### src/rtl/id_ex_stage.sv
// ID/EX pipeline register with EX-side operand forwarding and load-use
// hazard detection. Feeds the ALU with SrcA, SrcB and Operation.
// Optional feature macro: ID_EX_FORWARDING_EN
//   defined   : EX/MEM and MEM/WB forwarding muxes, load-use interlock.
//   undefined : no forwarding; general RAW interlock against EX and EX/MEM.
module id_ex_stage #(
  parameter int unsigned DATA_WIDTH    = 32,
  parameter int unsigned OPCODE_LENGTH = 4,
  parameter int unsigned REG_ADDR_W    = 5
) (
  input  logic                     clk,
  input  logic                     reset,
  input  logic                     stall,
  input  logic                     flush,
  input  logic                     id_valid,
  input  logic [DATA_WIDTH-1:0]    id_pc,
  input  logic [DATA_WIDTH-1:0]    id_rs1_data,
  input  logic [DATA_WIDTH-1:0]    id_rs2_data,
  input  logic [DATA_WIDTH-1:0]    id_imm,
  input  logic [REG_ADDR_W-1:0]    id_rs1,
  input  logic [REG_ADDR_W-1:0]    id_rs2,
  input  logic [REG_ADDR_W-1:0]    id_rd,
  input  logic [OPCODE_LENGTH-1:0] id_alu_op,
  input  logic                     id_alu_src,
  input  logic                     id_reg_write,
  input  logic                     id_mem_read,
  input  logic                     id_mem_write,
  input  logic                     id_mem_to_reg,
  input  logic [REG_ADDR_W-1:0]    exmem_rd,
  input  logic                     exmem_reg_write,
  input  logic [DATA_WIDTH-1:0]    exmem_result,
  input  logic [REG_ADDR_W-1:0]    memwb_rd,
  input  logic                     memwb_reg_write,
  input  logic [DATA_WIDTH-1:0]    memwb_result,
  output logic [DATA_WIDTH-1:0]    SrcA,
  output logic [DATA_WIDTH-1:0]    SrcB,
  output logic [OPCODE_LENGTH-1:0] Operation,
  output logic                     ex_valid,
  output logic [DATA_WIDTH-1:0]    ex_pc,
  output logic [DATA_WIDTH-1:0]    ex_store_data,
  output logic [REG_ADDR_W-1:0]    ex_rd,
  output logic                     ex_reg_write,
  output logic                     ex_mem_read,
  output logic                     ex_mem_write,
  output logic                     ex_mem_to_reg,
  output logic                     load_use_hazard
);

  typedef struct packed {
    logic                     valid;
    logic [DATA_WIDTH-1:0]    pc;
    logic [DATA_WIDTH-1:0]    rs1_data;
    logic [DATA_WIDTH-1:0]    rs2_data;
    logic [DATA_WIDTH-1:0]    imm;
    logic [REG_ADDR_W-1:0]    rs1;
    logic [REG_ADDR_W-1:0]    rs2;
    logic [REG_ADDR_W-1:0]    rd;
    logic [OPCODE_LENGTH-1:0] alu_op;
    logic                     alu_src;
    logic                     reg_write;
    logic                     mem_read;
    logic                     mem_write;
    logic                     mem_to_reg;
  } stage_t;

  stage_t stage_q, stage_d, id_fields;

  logic                  hazard_raw;
  logic [DATA_WIDTH-1:0] fwd_a, fwd_b;

  // Gather the decode-slot fields into one capture word.
  always_comb begin
    id_fields            = '0;
    id_fields.valid      = id_valid;
    id_fields.pc         = id_pc;
    id_fields.rs1_data   = id_rs1_data;
    id_fields.rs2_data   = id_rs2_data;
    id_fields.imm        = id_imm;
    id_fields.rs1        = id_rs1;
    id_fields.rs2        = id_rs2;
    id_fields.rd         = id_rd;
    id_fields.alu_op     = id_alu_op;
    id_fields.alu_src    = id_alu_src;
    id_fields.reg_write  = id_reg_write;
    id_fields.mem_read   = id_mem_read;
    id_fields.mem_write  = id_mem_write;
    id_fields.mem_to_reg = id_mem_to_reg;
  end

`ifdef ID_EX_FORWARDING_EN
  // Load-use: a load in EX whose result the decode slot needs cannot be
  // forwarded in time, so ID must wait one cycle.
  always_comb begin
    hazard_raw = 1'b0;
    if (id_valid && stage_q.valid && stage_q.mem_read &&
        (stage_q.rd != '0) &&
        ((stage_q.rd == id_rs1) || (stage_q.rd == id_rs2)))
      hazard_raw = 1'b1;
  end

  // Operand forwarding; MEM/WB is applied first so EX/MEM overrides it
  // as the younger producer.
  always_comb begin
    fwd_a = stage_q.rs1_data;
    fwd_b = stage_q.rs2_data;
    if (memwb_reg_write && (memwb_rd != '0) && (memwb_rd == stage_q.rs1))
      fwd_a = memwb_result;
    if (exmem_reg_write && (exmem_rd != '0) && (exmem_rd == stage_q.rs1))
      fwd_a = exmem_result;
    if (memwb_reg_write && (memwb_rd != '0) && (memwb_rd == stage_q.rs2))
      fwd_b = memwb_result;
    if (exmem_reg_write && (exmem_rd != '0) && (exmem_rd == stage_q.rs2))
      fwd_b = exmem_result;
  end
`else
  logic unused_fwd_sources;
  assign unused_fwd_sources = ^{memwb_rd, memwb_reg_write, memwb_result,
                                stage_q.rs1, stage_q.rs2};

  // RAW interlock: without forwarding, ID waits until its producers have
  // left EX and EX/MEM; MEM/WB is covered by the write-before-read file.
  always_comb begin
    hazard_raw = 1'b0;
    if (id_valid) begin
      if ((id_rs1 != '0) &&
          ((stage_q.valid && stage_q.reg_write && (stage_q.rd == id_rs1)) ||
           (exmem_reg_write && (exmem_rd == id_rs1))))
        hazard_raw = 1'b1;
      if ((id_rs2 != '0) &&
          ((stage_q.valid && stage_q.reg_write && (stage_q.rd == id_rs2)) ||
           (exmem_reg_write && (exmem_rd == id_rs2))))
        hazard_raw = 1'b1;
    end
  end

  // Operands come straight from the registered register-file data.
  always_comb begin
    fwd_a = stage_q.rs1_data;
    fwd_b = stage_q.rs2_data;
  end
`endif

  // No stall request is raised while the stage is held in reset.
  assign load_use_hazard = reset & hazard_raw;

  // Next-state selection: flush > stall > hazard bubble > capture.
  always_comb begin
    stage_d = stage_q;
    if (flush)
      stage_d = '0;
    else if (stall)
      stage_d = stage_q;
    else if (load_use_hazard)
      stage_d = '0;
    else
      stage_d = id_fields;
  end

  // Stage register with synchronous active-low reset.
  always_ff @(posedge clk) begin
    if (!reset)
      stage_q <= '0;
    else
      stage_q <= stage_d;
  end

  // Operand outputs; a bubble drives zero operands.
  always_comb begin
    SrcA          = '0;
    SrcB          = '0;
    ex_store_data = '0;
    if (stage_q.valid) begin
      SrcA          = fwd_a;
      SrcB          = stage_q.alu_src ? stage_q.imm : fwd_b;
      ex_store_data = fwd_b;
    end
  end

  assign Operation     = stage_q.alu_op;
  assign ex_valid      = stage_q.valid;
  assign ex_pc         = stage_q.pc;
  assign ex_rd         = stage_q.rd;
  assign ex_reg_write  = stage_q.reg_write;
  assign ex_mem_read   = stage_q.mem_read;
  assign ex_mem_write  = stage_q.mem_write;
  assign ex_mem_to_reg = stage_q.mem_to_reg;

endmodule

### config.mk
export PLATFORM = sky130hd
export DESIGN_NAME = id_ex_stage
export DESIGN_NICKNAME = d
export VERILOG_FILES = /design/src/rtl/id_ex_stage.sv
export SDC_FILE = /design/constraint.sdc
export NUM_CORES = 1
export LEC_CHECK = 0
export ABC_CLOCK_PERIOD_IN_PS = 2100
export CORE_UTILIZATION = 35
export CTS_CLUSTER_SIZE = 24
export DETAILED_ROUTE_END_ITERATION = 8
export GPL_TIMING_DRIVEN = 0
export PLACE_DENSITY = 0.73
export SLEW_MARGIN = 20
export SYNTH_ARGS = -nofsm -noshare
export SYNTH_HDL_FRONTEND = slang
export SYNTH_SLANG_ARGS = --single-unit
### constraint.sdc
create_clock -name clk -period 2.1 [get_ports clk]
set_clock_uncertainty 0.05 [all_clocks]
set_input_delay 0.525 -clock clk [delete_from_list [all_inputs] [get_ports clk]]
set_output_delay 0.525 -clock clk [all_outputs]
set_load 0.02 [all_outputs]
### Word-level counts from Yosys, hierarchy flattened

Index checks and enable logic that the tools add are counted.
W data, S select, Z words.

* register bits: 143
* bits of input ports: 233
* output and inout bits: 143
* logic and storage cells: 38

* equal/unequal tests: 4
* muxes and demuxes: 8
* bitwise operators: 2
* reductions and logical operators: 12

Operator list (number)
* $mux W153: 1
* $mux W32: 4
* $eq A5 B5 Y1: 4
* $reduce_bool A5 Y1: 2
* $logic_and A1 B1 Y1: 7
* $mux W1: 3
* $logic_or A1 B1 Y1: 2
* $reduce_or A2 Y1: 1
* $and A1 B1 Y1: 1
* $not A1 Y1: 1

### Depth between registers and ports, before layout

Gate-level depths: netlist of the first run.

* depth in word-level cells: 9
* depth in mapped cells: 8
* mapped depth without buffers: 5

### Worst setup path after synthesis of the first run

No wires, ideal clock.

* path kind: reg2out
* start point: reg stage_q (netlist bit ex_valid)
* end point: out load_use_hazard
* data arrival time: 1622 ps
* data required time: 1525 ps
* slack: -97 ps
* stages on the path, launching flop included: 8
* buffers on the path: 3
* cell sequence: dfxtp_1 -> clkbuf_1 -> nand3_1 -> o22ai_1 -> a22o_1 -> buf_6 -> buf_12 -> and3_1

* cells in the longest elaborated chain, start to end: 8
* elaborated cells on any way between the ends: 11
* classes of those cells: mux (3); bitwise (1); reduce/logical (7)

Ends and longest elaborated chain
* start, declared: RTL line 66 `stage_t stage_q, stage_d, id_fields;`
* start signal, assigned: RTL line 164 `stage_q <= stage_d;`
* $logic_and A1 B1 Y1 *: RTL line 126, 130
* $logic_and A1 B1 Y1: RTL line 126 `((stage_q.valid && stage_q.reg_write && (stage_q.rd == id_rs1)) ||`
* $logic_or A1 B1 Y1: RTL line 126
* $logic_and A1 B1 Y1: RTL line 125 `if ((id_rs1 != '0) &&`
* $mux W1: RTL line 125
* $mux W1 *: RTL line 129 `if ((id_rs2 != '0) &&`
* $mux W1 *: RTL line 124 `if (id_valid) begin`
* $and A1 B1 Y1 *: RTL line 144 `assign load_use_hazard = reset & hazard_raw;`
* end, declared: RTL line 46 `output logic load_use_hazard`

Every way passes the cells marked *; elsewhere a longest branch is shown, timed or not.

### Worst setup path in the final report of the first run

Ends and elaborated chain as after synthesis.

==> results of run 1 <==
-- cell type report --
type / count / area, um2 / area share, %
sequential: 143 / 2890 / 22.8
antenna: 1 / 2.50 / 0.0197
clock inverter: 12 / 160 / 1.26
tap: 275 / 344 / 2.71
inverter: 1 / 3.75 / 0.0296
multi-input combinational: 597 / 4460 / 35.1
buffer: 129 / 975 / 7.68
clock buffer: 20 / 447 / 3.52
timing repair buffer: 332 / 3410 / 26.9
-- worst max-delay path by stage --
stage | start | end | cells after the start
after floorplan | id_rs1[1] | load_use_hazard | 7
after global placement | id_rs1[1] | load_use_hazard | 9
after detailed placement | id_rs1[1] | load_use_hazard | 9
after CTS | ex_valid$_SDFFE_PP0N_ | load_use_hazard | 8
after global routing | ex_rd[1]$_SDFFE_PP0N_ | load_use_hazard | 7
final | ex_valid$_SDFFE_PP0N_ | load_use_hazard | 7
-- worst min-delay path: stages (launching register included) --
cell and delay (ns):
dfxtp_1 0.32, a32oi_1 0.06, o21ai_2 0.05
-- placed cells by master (no fill, tap or decap), types with 7 or more instances in the layout --
| cell type | Yosys | layout |
|---|---|---|
| buf_12 | 7 | 11 |
| nand2_1 | 148 | 148 |
| o21ai_2 | 60 | 60 |
| buf_4 | 41 | 62 |
| and2_1 | 64 | 24 |
| buf_6 | 1 | 71 |
| mux2i_4 | 0 | 15 |
| clkbuf_16 | 0 | 28 |
| clkdlybuf4s50_1 | 0 | 185 |
| a32oi_1 | 142 | 142 |
| nor2b_1 | 32 | 12 |
| buf_8 | 0 | 8 |
| mux2i_1 | 32 | 11 |
| and2_4 | 0 | 40 |
| dfxtp_1 | 143 | 136 |
| buf_2 | 6 | 24 |
| clkbuf_2 | 8 | 34 |
| nor2b_4 | 0 | 18 |
| o21ai_0 | 83 | 83 |
| dfxtp_4 | 0 | 7 |
| xnor2_2 | 0 | 8 |
| clkbuf_1 | 71 | 35 |
| xnor2_1 | 20 | 12 |
-- power breakdown --
| group | switching (uW) | total [uW] | internal [uW] | leakage (uW) |
|---|---|---|---|---|
| Clock | 1230 | 3140 | 1910 | 0.000295 |
| Sequential | 124 | 2980 | 2850 | 0.00118 |
| Combinational | 605 | 1330 | 723 | 0.00329 |
-- cell families (layout without fill, tap and decap cells) --
kind of cell	after synthesis	in the layout	synth area share, %
and+or+nand+nor	257	257	16.3
DFF	143	143	37.7
xor gates and xnor gates	20	20	2.30
other	0	1	0
AOI/OAI and AO/OA	288	288	29.0
buffers and inverters	135	494	10.5
muxes	32	32	4.21
-- stage by stage --
| stage | hold slack (ns) | instance area, um2 | TNS, ns |
|---|---|---|---|
| 2_1_floorplan | 0.378 | 7610 | 0 |
| 3_3_place_gp | 0.390 | 11000 | -134.23 |
| 3_5_place_dp | 0.395 | 11000 | -137.77 |
| 4_1_cts | 0.413 | 11900 | -5.48 |
| 5_1_grt | 0.427 | 12700 | -10.12 |
| 6_report | 0.416 | 12700 | -6.74 |
-- routing by layer --
metal  vias to the layer above  part of all wire (%)
li1                       3874                     -
met1                      3868                    41
met3                        42                   7.8
met4                         0                   2.4
met5                         -                     0
met2                       327                    48
-- repair_timing --
item                                    CTS  global route
cloned                                    3             7
gates resized for setup                 600           221
pin swaps                                16             9
setup buffers                            10             9
endpoints found under the setup margin  221           210
==> impl_results.md, run 1 <==
- Crit path time final: roughly 2.4 ns
- Hold Crit Depth: 2
- Drt pass-1 iters: 4
- GR Util met2: approximately two fifths
- CTS Sinks: roughly 140
- Most used cell, CP: buf_6
- Critical-path top delay cell: dfxtp_4
- R2r endpoint: ex_valid$_SDFFE_PP0N_
- Asr flop ratio synth: 0%
- Worst min-delay path startpoint: fwd_a[15]$_SDFFE_PP0N_
- Worst-path cell chain: clkbuf_16 > nand3_2 > o22ai_1 > a22o_1 > buf_6 > and3_4 > buf_6
- First-pass GRT wire length: 41.5 mm
- Area Growth Syn to Fin: 66.9%
- Max FFs per register: 33
- Top delay family on crit path: buffers and inverters
- Net Count, Synth: around 1,100
- Synth Register Bits: around 140
- Setup WS pre-CTS: -1.32 ns
- Post-Place Cells: 1,455
- Via Count: slightly above 8,000
- FP Rows: 53
- Most frequent cell after synthesis: nand2_1
- Number of flops mapped to enable cells by yosys: 0
- Htree depth: 4
- GRT Util Overall: a little under a quarter
- TritonCTS clock tree: yes
- GPL Wtd Cong: a little under 0.9
- Synthesized area: 7600 um2
- Busiest layer in global routing: met2
- Pin count of the biggest net entering global routing: 18
- Crit Path Category: register to output port
- Max Slew Vio Count: 0
- WHS Endpoint: fwd_a[15]$_SDFFE_PP0N_
- Cts hold-fix bufs: 0
- Non-Filler Instances: 1,510
- Synth unique cells: 25
- Antenna violations before repair: 0
- Clock buffer depth: 2
- Peak VDD IR: around 0.00049 V
- Congestion Overflow GR: 0
- Buf+Inv Stages, Crit Path: 3
- Met1 Use GR: a little under a third
- Worst slew pin tran: approximately 0.57 ns
- Core Footprint: 21,200 um2
- Skew-Pair Late Insertion Delay: between 0.4 and 0.5 ns
- Top reg by flops: stage_q
- CP peak stage delay: approximately 0.4 ns
- IO Port Bufs: 305
- R2r setup slk: ~0.17 ns
- Avg Cell Area, Syn: approximately 8.7 um2
- Number of global-route vias before repair: 7,679
- FILL cells: between 1,500 and 2,000
- Hold Crit Class: register to register
- Initial Util: ~36%
- Maxcap violations: 0
- Status: finished, violations left
- Synth area leader: dfxtp_1
- Die height: around 150 um
- Root buf cell: clkbuf_16
- Finished Core Util: about three fifths
- Fmax: between 0.4 and 0.5 GHz
- Post-synthesis sequential area ratio: between 30% and 40%
- Worst Setup End Kind: output port
- Syn Inst Count: approximately 880
- DRT iter0 DRCs: 458
- Critical Path RT: about 1.5 ns
- Failing checks: negative setup slack
- Die Width: between 100 and 150 um
- Fin nets: roughly 1,500
- WL per Instance: around 19 um
- Commonest cells in the netlist: nand2_1 (148), dfxtp_1 (143), a32oi_1 (142)
- Detailed-placement wirelength estimate: around 20 mm
- Via/cell ratio: about 5.4
- Tcrit/Tclk final: 114%
- RSZ-0062 raised after global routing: yes
- DRC violations left: 0
- Share of cells above drive strength 1: between 30 and 40%
- CP Data Arrival Time: ~1.8 ns
- Min setup slack post-route: -0.284 ns
- Met3 Use GR: slightly below 6%
- Final count of hold timing violations: 0
- Final setup violation count: between 50 and 60
- Final WL: between 20 and 30 mm
- Post-layout power: approximately 7400 uW
- Worst reg2reg path depth: 9
- Top-area cell type share of the netlist area: between 30% and 40%
- Die area: 22,300 um2
- Most area-consuming cells after synthesis: dfxtp_1 (38%), a32oi_1 (16%), nand2_1 (7.3%)
- Register clock-pin slew on the reported worst setup and hold paths: around 0.070 ns
- Crit Path Max Fanout: 5
- Top Ports: 376
- PwrDens: between 500 and 600 nW/um2
- Leakage power: approximately 0.0048 uW
- Reg-to-reg critical path startpoint: ex_valid$_SDFFE_PP0N_
- Dominant synthesized flop cell: dfxtp_1
- YS warnings: 0
- Max-slew headroom: about 62%
- Num CTS Buffers: 17
- Startpoint Class: register
- Routed Antenna Nets: 0
Note: power is estimated with default switching activity, not from simulation.
==> run 2: changes to the inputs <==
--- a/config.mk
+++ b/config.mk
@@ -11,6 +11,7 @@
 export DETAILED_ROUTE_END_ITERATION = 8
 export GPL_TIMING_DRIVEN = 0
 export PLACE_DENSITY = 0.73
+export SKIP_CTS_REPAIR_TIMING = 1
 export SLEW_MARGIN = 20
 export SYNTH_ARGS = -nofsm -noshare
 export SYNTH_HDL_FRONTEND = slang
==> impl_results.md, run 2 (synthesized netlist as in run 1, its figures left out) <==
- Status: finished, violations left
- Failing checks: negative setup slack
- Clock buffer depth: 2 (unchanged)
- Top Ports: 376 (unchanged)
- Via Count: 7,959 (-1.9%)
- Max FFs per register: 33 (unchanged)
- Crit Path Category: register to output port
- Max-slew headroom: 65.1% (+3.1 points)
- IO Port Bufs: 305 (unchanged)
- Crit path time final: 2.52 ns (+0.141 ns)
- Switching Share: 25.9% (-0.42 points)
- Max Slew Vio Count: 0 (unchanged)
- Post-route cell area: 12,100 um2 (-4.8%)
- Final WL: 27.5 mm (-3.6%)
- CTS Sinks: 143 (unchanged)
- Fmax: 0.396 GHz (-5.6%)
- Htree depth: 4 (unchanged)
- Top delay family on crit path: flip-flops
- GRT Util Overall: 23.3% (-0.73 points)
- GPL Wtd Cong: 0.888 (unchanged)
- Die area: 22,300 um2 (unchanged)
- Root buf cell: clkbuf_16
- Initial Util: 35.9% (unchanged)
- Skew-Pair Late Insertion Delay: 0.42 ns (about the same)
- Pin count of the biggest net entering global routing: 17 (-1)
- Commonest non-fill, non-tap cells in the layout: clkdlybuf4s50_1 (185), nand2_1 (148), a32oi_1 (142), dfxtp_1 (136), o21ai_0 (83)
- Final count of hold timing violations: 0 (unchanged)
- Hold Crit Class: register to register
- Die height: 149 um (unchanged)
- Routed Antenna Nets: 0 (unchanged)
- Tcrit/Tclk final: 120% (+6.7 points)
- Clock share of power: 42.7% (+0.5 points)
- WL per Instance: 18.3 um (-3.2%)
- CP peak stage delay: 0.37 ns (-0.02 ns)
- Worst-path cell chain: xnor2_2 > nand4_1 > o22ai_1 > a22o_1 > buf_6 > buf_12 > and3_4 > buf_6
- Worst Setup End Kind: output port
- Die Width: 149 um (unchanged)
- DRT iter0 DRCs: 522 (+14%)
- Peak VDD IR: 0.000487 V (+0.34%)
- Detailed-placement wirelength estimate: 19.9 mm (unchanged)
- Core Footprint: 21,200 um2 (unchanged)
- Min setup slack post-route: -0.425 ns (-0.141 ns)
- Critical Path RT: 1.52 ns (about the same)
- Drt pass-1 iters: 4 (unchanged)
- Crit Path Max Fanout: 8 (+3)
- Fin nets: 1,448 (-0.41%)
- Register clock-pin slew on the reported worst setup and hold paths: 0.07 ns (about the same)
- Internal: 5430 uW (-1.1%)
- Leakage power: 0.00493 uW (+3.6%)
- TritonCTS clock tree: yes
- Num CTS Buffers: 17 (unchanged)
- Commonest non-fill, non-tap cell in the layout: clkdlybuf4s50_1
- RSZ-0062 raised after global routing: yes
- Maxcap violations: 0 (unchanged)
- Area after DPL: 11,000 um2 (unchanged)
- Startpoint Class: register
- Number of global-route vias before repair: 7,559 (-1.6%)
- First-pass GRT wire length: 40.3 mm (-2.9%)
- CP Data Arrival Time: 1.95 ns (+0.14 ns)
- Psw: 1900 uW (-3.2%)
- Antenna violations before repair: 0 (unchanged)
- Share of cells above drive strength 1: 29.3% (-4.6 points)
- Worst slew pin tran: 0.523 ns (-0.0461 ns)
- Via/cell ratio: 5.29 (-1.5%)
- Congestion Overflow GR: 0 (unchanged)
- Reg power frac: 40.4% (+0.4 points)
- Final setup violation count: 51 (-14%)
- Buf+Inv Stages, Crit Path: 3 (unchanged)
- Comb pwr share: 16.9% (-0.9 points)
- Area Growth Syn to Fin: 58.9%
- Post-layout power: 7330 uW (-1.6%)
- Most used cell, CP: buf_6
- Top reg by flops: stage_q
- FP Rows: 53 (unchanged)
- DRC violations left: 0 (unchanged)
- PwrDens: 607 nW/um2 (+3.3%)
- Critical-path top delay cell: dfxtp_4
-- run 2: cell count changes in the layout (fill, tap and decap cells not counted), moves of 10 or more --
cell            delta
clkbuf_2          +32
dlymetal6s2s_1    +28
buf_6             -24
mux2i_1           +17
mux2i_4           -15
nor2b_4           -14
and2_1            +12
and2_4            -12
nor2b_1           +12
buf_2             -10
clkbuf_16         -10
-- run 2: routing by layer --
metal	wire length, um	global-route usage (%)	up-vias	share of wire [%]
met1	11600	29.6	3788	42
met2	13300	37.5	286	48
met5	0	0	-	0
li1	-	-	3841	-
met3	1960	6.02	44	7.1
met4	676	8.93	0	2.5
-- run 2: path summary, 6_finish.rpt --
path,endpoint,slack [ns],startpoint,cells after the start
worst min-delay path,fwd_a[15]$_SDFFE_PP0N_,0.41,fwd_a[15]$_SDFFE_PP0N_,2
worst max register to register,fwd_a[1]$_SDFFE_PP0N_,0.22,ex_rd[1]$_SDFFE_PP0N_,10
worst max-delay path,load_use_hazard,-0.42,ex_rd[0]$_SDFFE_PP0N_,8
worst min register to register,fwd_a[15]$_SDFFE_PP0N_,0.41,fwd_a[15]$_SDFFE_PP0N_,2
-- run 2: per-stage QoR --
step                      setup TNS, ns  hold slack, ns  std cells  setup WS [ns]  utilization (%)
after floorplan                       0           0.378        875        0.00575                -
after global placement          -134.23           0.390       1455          -1.30             52.0
after detailed placement        -137.77           0.395       1455          -1.32             52.0
after CTS                       -123.36           0.413       1487          -1.33             54.9
after global routing              -5.47           0.427       1503         -0.522             57.1
final                             -2.68           0.414       1504         -0.425             57.1
-- run 2: layout make-up --
class                   instances  area (um2)
diodes                          1        2.50
flip-flops and latches        143        2890
inverters                       1        3.75
multi-input cells             597        4120
clock inverters                12         160
fillers                      1934        9080
clock buffers                  20         447
repair buffers                323        3160
well taps                     275         344
plain buffers                 132         956
-- run 2: worst reg2reg max path, cell delays in order, from the launching register on --
cell and delay, ns:
dfxtp_4 0.37, xnor2_2 0.13, nand4_1 0.10, o22ai_1 0.09
a22o_1 0.24, buf_6 0.14, buf_4 0.15, clkbuf_16 0.14
buf_4 0.13, buf_12 0.14, o21ai_2 0.13
-- run 2: power by group through the flow --
stage               Sequential, uW  Combinational, uW  Clock, uW
global placement              3000               1160          0
floorplan                     2980                553          0
detailed placement            3010               1170          0
finish                        2960               1240       3130
global route                  2970               1330       3320
CTS                           2950               1170       3180
==> run 3: changes to the inputs <==
--- a/config.mk
+++ b/config.mk
@@ -6,6 +6,7 @@
 export NUM_CORES = 1
 export LEC_CHECK = 0
 export ABC_CLOCK_PERIOD_IN_PS = 2100
+export CORE_ASPECT_RATIO = 2
 export CORE_UTILIZATION = 35
 export CTS_CLUSTER_SIZE = 24
 export DETAILED_ROUTE_END_ITERATION = 8
==> impl_results.md, run 3 (synthesized netlist as in run 1, its figures left out) <==
- Fin nets: 1,441 (-0.48%)
- Multi-input gate area: 4110 um2 (-0.24%)
- Leakage power: 0.00475 uW (-3.6%)
- Pin count of the biggest net entering global routing: 17 (unchanged)
- Tcrit/Tclk final: 120% (-0.18 points)
- GPL Wtd Cong: 0.890 (+0.25%)
- Number of global-route vias before repair: 8,148 (+7.8%)
- Num CTS Buffers: 17 (unchanged)
- Max FFs per register: 33 (unchanged)
- Commonest non-fill, non-tap cells in the layout: clkdlybuf4s50_1 (181), nand2_1 (148), a32oi_1 (142), dfxtp_1 (136), clkbuf_2 (88)
- IO Port Bufs: 305 (unchanged)
- Share of cells above drive strength 1: 28.8% (-0.52 points)
- Crit Path Max Fanout: 6 (-2)
- Most used cell, CP: buf_6
- Worst-path cell chain: xnor2_2 > nand4_1 > o22ai_2 > a22o_1 > buf_6 > buf_12 > and3_4 > buf_6
- FP Rows: 75 (+42%)
- Crit path time final: 2.52 ns (-0.00382 ns)
- Top Ports: 376 (unchanged)
- FF/Latch Area: 2880 um2 (about the same)
- Worst reg2reg path depth: 9 (-1)
- First-pass GRT wire length: 43.8 mm (+8.8%)
- R2r setup slk: 0.26 ns (+0.04 ns)
- Comb pwr share: 17.6% (+0.7 points)
- Reg-to-reg critical path startpoint: ex_rd[3]$_SDFFE_PP0N_
- FILL cells: 1,977 (+2.2%)
- Min setup slack post-route: -0.421 ns (+0.00382 ns)
- CP peak stage delay: 0.37 ns (about the same)
- WL per Instance: 19.7 um (+7.7%)
- Skew-Pair Late Insertion Delay: 0.42 ns (about the same)
- Routed Antenna Nets: 0 (unchanged)
- TritonCTS clock tree: yes
- Final WL: 29.4 mm (+6.8%)
- Drt pass-1 iters: 6 (+2)
- Hold Crit Class: register to register
- Initial Util: 36.0% (+0.068 points)
- Top delay family on crit path: flip-flops
- Post-layout power: 7050 uW (-3.8%)
- Stages on worst setup path: 8 (unchanged)
- Core Footprint: 21,100 um2 (-0.19%)
- Psw: 1900 uW (about the same)
- Top reg by flops: stage_q
- Maxcap violations: 0 (unchanged)
- Internal: 5150 uW (-5.1%)
- PwrDens: 599 nW/um2 (-1.3%)
- Max-slew headroom: 61.9% (-3.2 points)
- CP endpoint: load_use_hazard
- Antenna violations before repair: 3 (+3)
- Critical Path RT: 1.52 ns (about the same)
- Setup crit start: ex_rd[3]$_SDFFE_PP0N_
- Critical-path top delay cell: dfxtp_4
- Peak VDD IR: 0.000413 V (-15%)
- Final setup violation count: 3 (-94%)
- Detailed-placement wirelength estimate: 22.2 mm (+12%)
- Area Growth Syn to Fin: 54.9%
- CP Data Arrival Time: 1.95 ns (about the same)
- Clock buffer depth: 2 (unchanged)
- Die height: 210 um (+41%)
- Reg power frac: 42.0% (+1.6 points)
- Switching Share: 26.9% (+1.0 points)
- Register clock-pin slew on the reported worst setup and hold paths: 0.06 ns (about the same)
- Via/cell ratio: 5.44 (+2.8%)
- Status: finished, violations left
- Final count of hold timing violations: 0 (unchanged)
- Finished Core Util: 55.7% (-1.3 points)
- Crit Path Category: register to output port
- Die area: 22,300 um2 (+0.16%)
- Worst Setup End Kind: output port
- Startpoint Class: register
- RSZ-0062 raised after global routing: yes
- Worst slew pin tran: 0.572 ns (+0.0484 ns)
- Max Slew Vio Count: 0 (unchanged)
- Commonest non-fill, non-tap cell in the layout: clkdlybuf4s50_1
- R2r endpoint: fwd_a[14]$_SDFFE_PP0N_
- Congestion Overflow GR: 0 (unchanged)
- Buf+Inv Stages, Crit Path: 3 (unchanged)
- Clock share of power: 40.4% (-2.3 points)
- Htree depth: 4 (unchanged)
- Root buf cell: clkbuf_16
- DRC violations left: 0 (unchanged)
- Die Width: 106 um (-29%)
- CTS Sinks: 143 (unchanged)
- Via Count: 8,115 (+2.0%)
- GRT Util Overall: 25.5% (+2.3 points)
- DRT iter0 DRCs: 347 (-34%)
- Failing checks: negative setup slack
- Fmax: 0.397 GHz (+0.15%)
-- run 3: cell types whose count changed in the layout (fill, tap and decap cells not counted), moves of 4 or more --
cell,delta
clkdlybuf4s50_1,-4
clkbuf_2,+22
nor2b_2,-4
dlymetal6s2s_1,-4
and2_4,-4
buf_6,-19
and2_1,+4
nor2b_1,+8
nor2b_4,-4
clkbuf_4,+7
buf_4,-8
-- run 3: layout make-up --
type | instances | area share [%]
multi-input cells | 597 | 34.9
repair buffers | 316 | 24.9
flip-flops and latches | 143 | 24.5
plain buffers | 132 | 8.17
clock buffers | 20 | 3.80
well taps | 269 | 2.86
clock inverters | 10 | 0.787
diodes | 3 | 0.0638
inverters | 1 | 0.0319
-- run 3: metal layers --
metal | share of wire (%) | GRT usage [%] | up-vias | routed length, um
met5 | 0 | 0 | - | 0
met1 | 36 | 26.3 | 3861 | 10600
met2 | 54 | 47.0 | 335 | 15800
met4 | 5.2 | 16.0 | 0 | 1520
li1 | - | - | 3843 | -
met3 | 5.0 | 4.24 | 76 | 1460
-- run 3: through the flow --
step                      std cells  hold WS (ns)  area (um2)  setup WS (ns)  TNS [ns]
after floorplan                 875         0.378        7610        0.00575         0
after global placement         1449         0.390       11000          -1.33   -142.64
after detailed placement       1449         0.395       11000          -1.31   -151.11
after CTS                      1479         0.409       11500          -1.38   -135.50
after global routing           1491         0.432       11800         -0.480     -1.79
final                          1491         0.411       11800         -0.421    -0.491
-- run 3: power groups by stage --
stage	Sequential (uW)	Combinational [uW]	Clock [uW]
floorplan	2980	553	0
global placement	3010	1170	0
detailed placement	3010	1180	0
CTS	2950	1190	2890
global route	2980	1320	2990
finish	2960	1240	2850
-- run 3: worst reg2reg max path, cell delays in order (launching register included) --
cell and delay [ns]:
dfxtp_4 0.37, xnor2_2 0.16, nand4_1 0.13, o22ai_2 0.17, a22o_1 0.17, buf_6 0.14, buf_12 0.12, buf_4 0.19
buf_12 0.16, o21ai_2 0.07
-- run 3: worst min-delay path by stage --
stage	startpoint	endpoint	slack, ns	cells past startpoint
5_1_grt	fwd_a[27]$_SDFFE_PP0N_	fwd_a[27]$_SDFFE_PP0N_	0.43	2
2_1_floorplan	fwd_a[31]$_SDFFE_PP0N_	fwd_a[31]$_SDFFE_PP0N_	0.38	2
4_1_cts	fwd_a[7]$_SDFFE_PP0N_	fwd_a[7]$_SDFFE_PP0N_	0.41	2
6_report	fwd_a[13]$_SDFFE_PP0N_	fwd_a[13]$_SDFFE_PP0N_	0.41	2
3_3_place_gp	fwd_a[31]$_SDFFE_PP0N_	fwd_a[31]$_SDFFE_PP0N_	0.39	2
3_5_place_dp	fwd_a[7]$_SDFFE_PP0N_	fwd_a[7]$_SDFFE_PP0N_	0.40	2
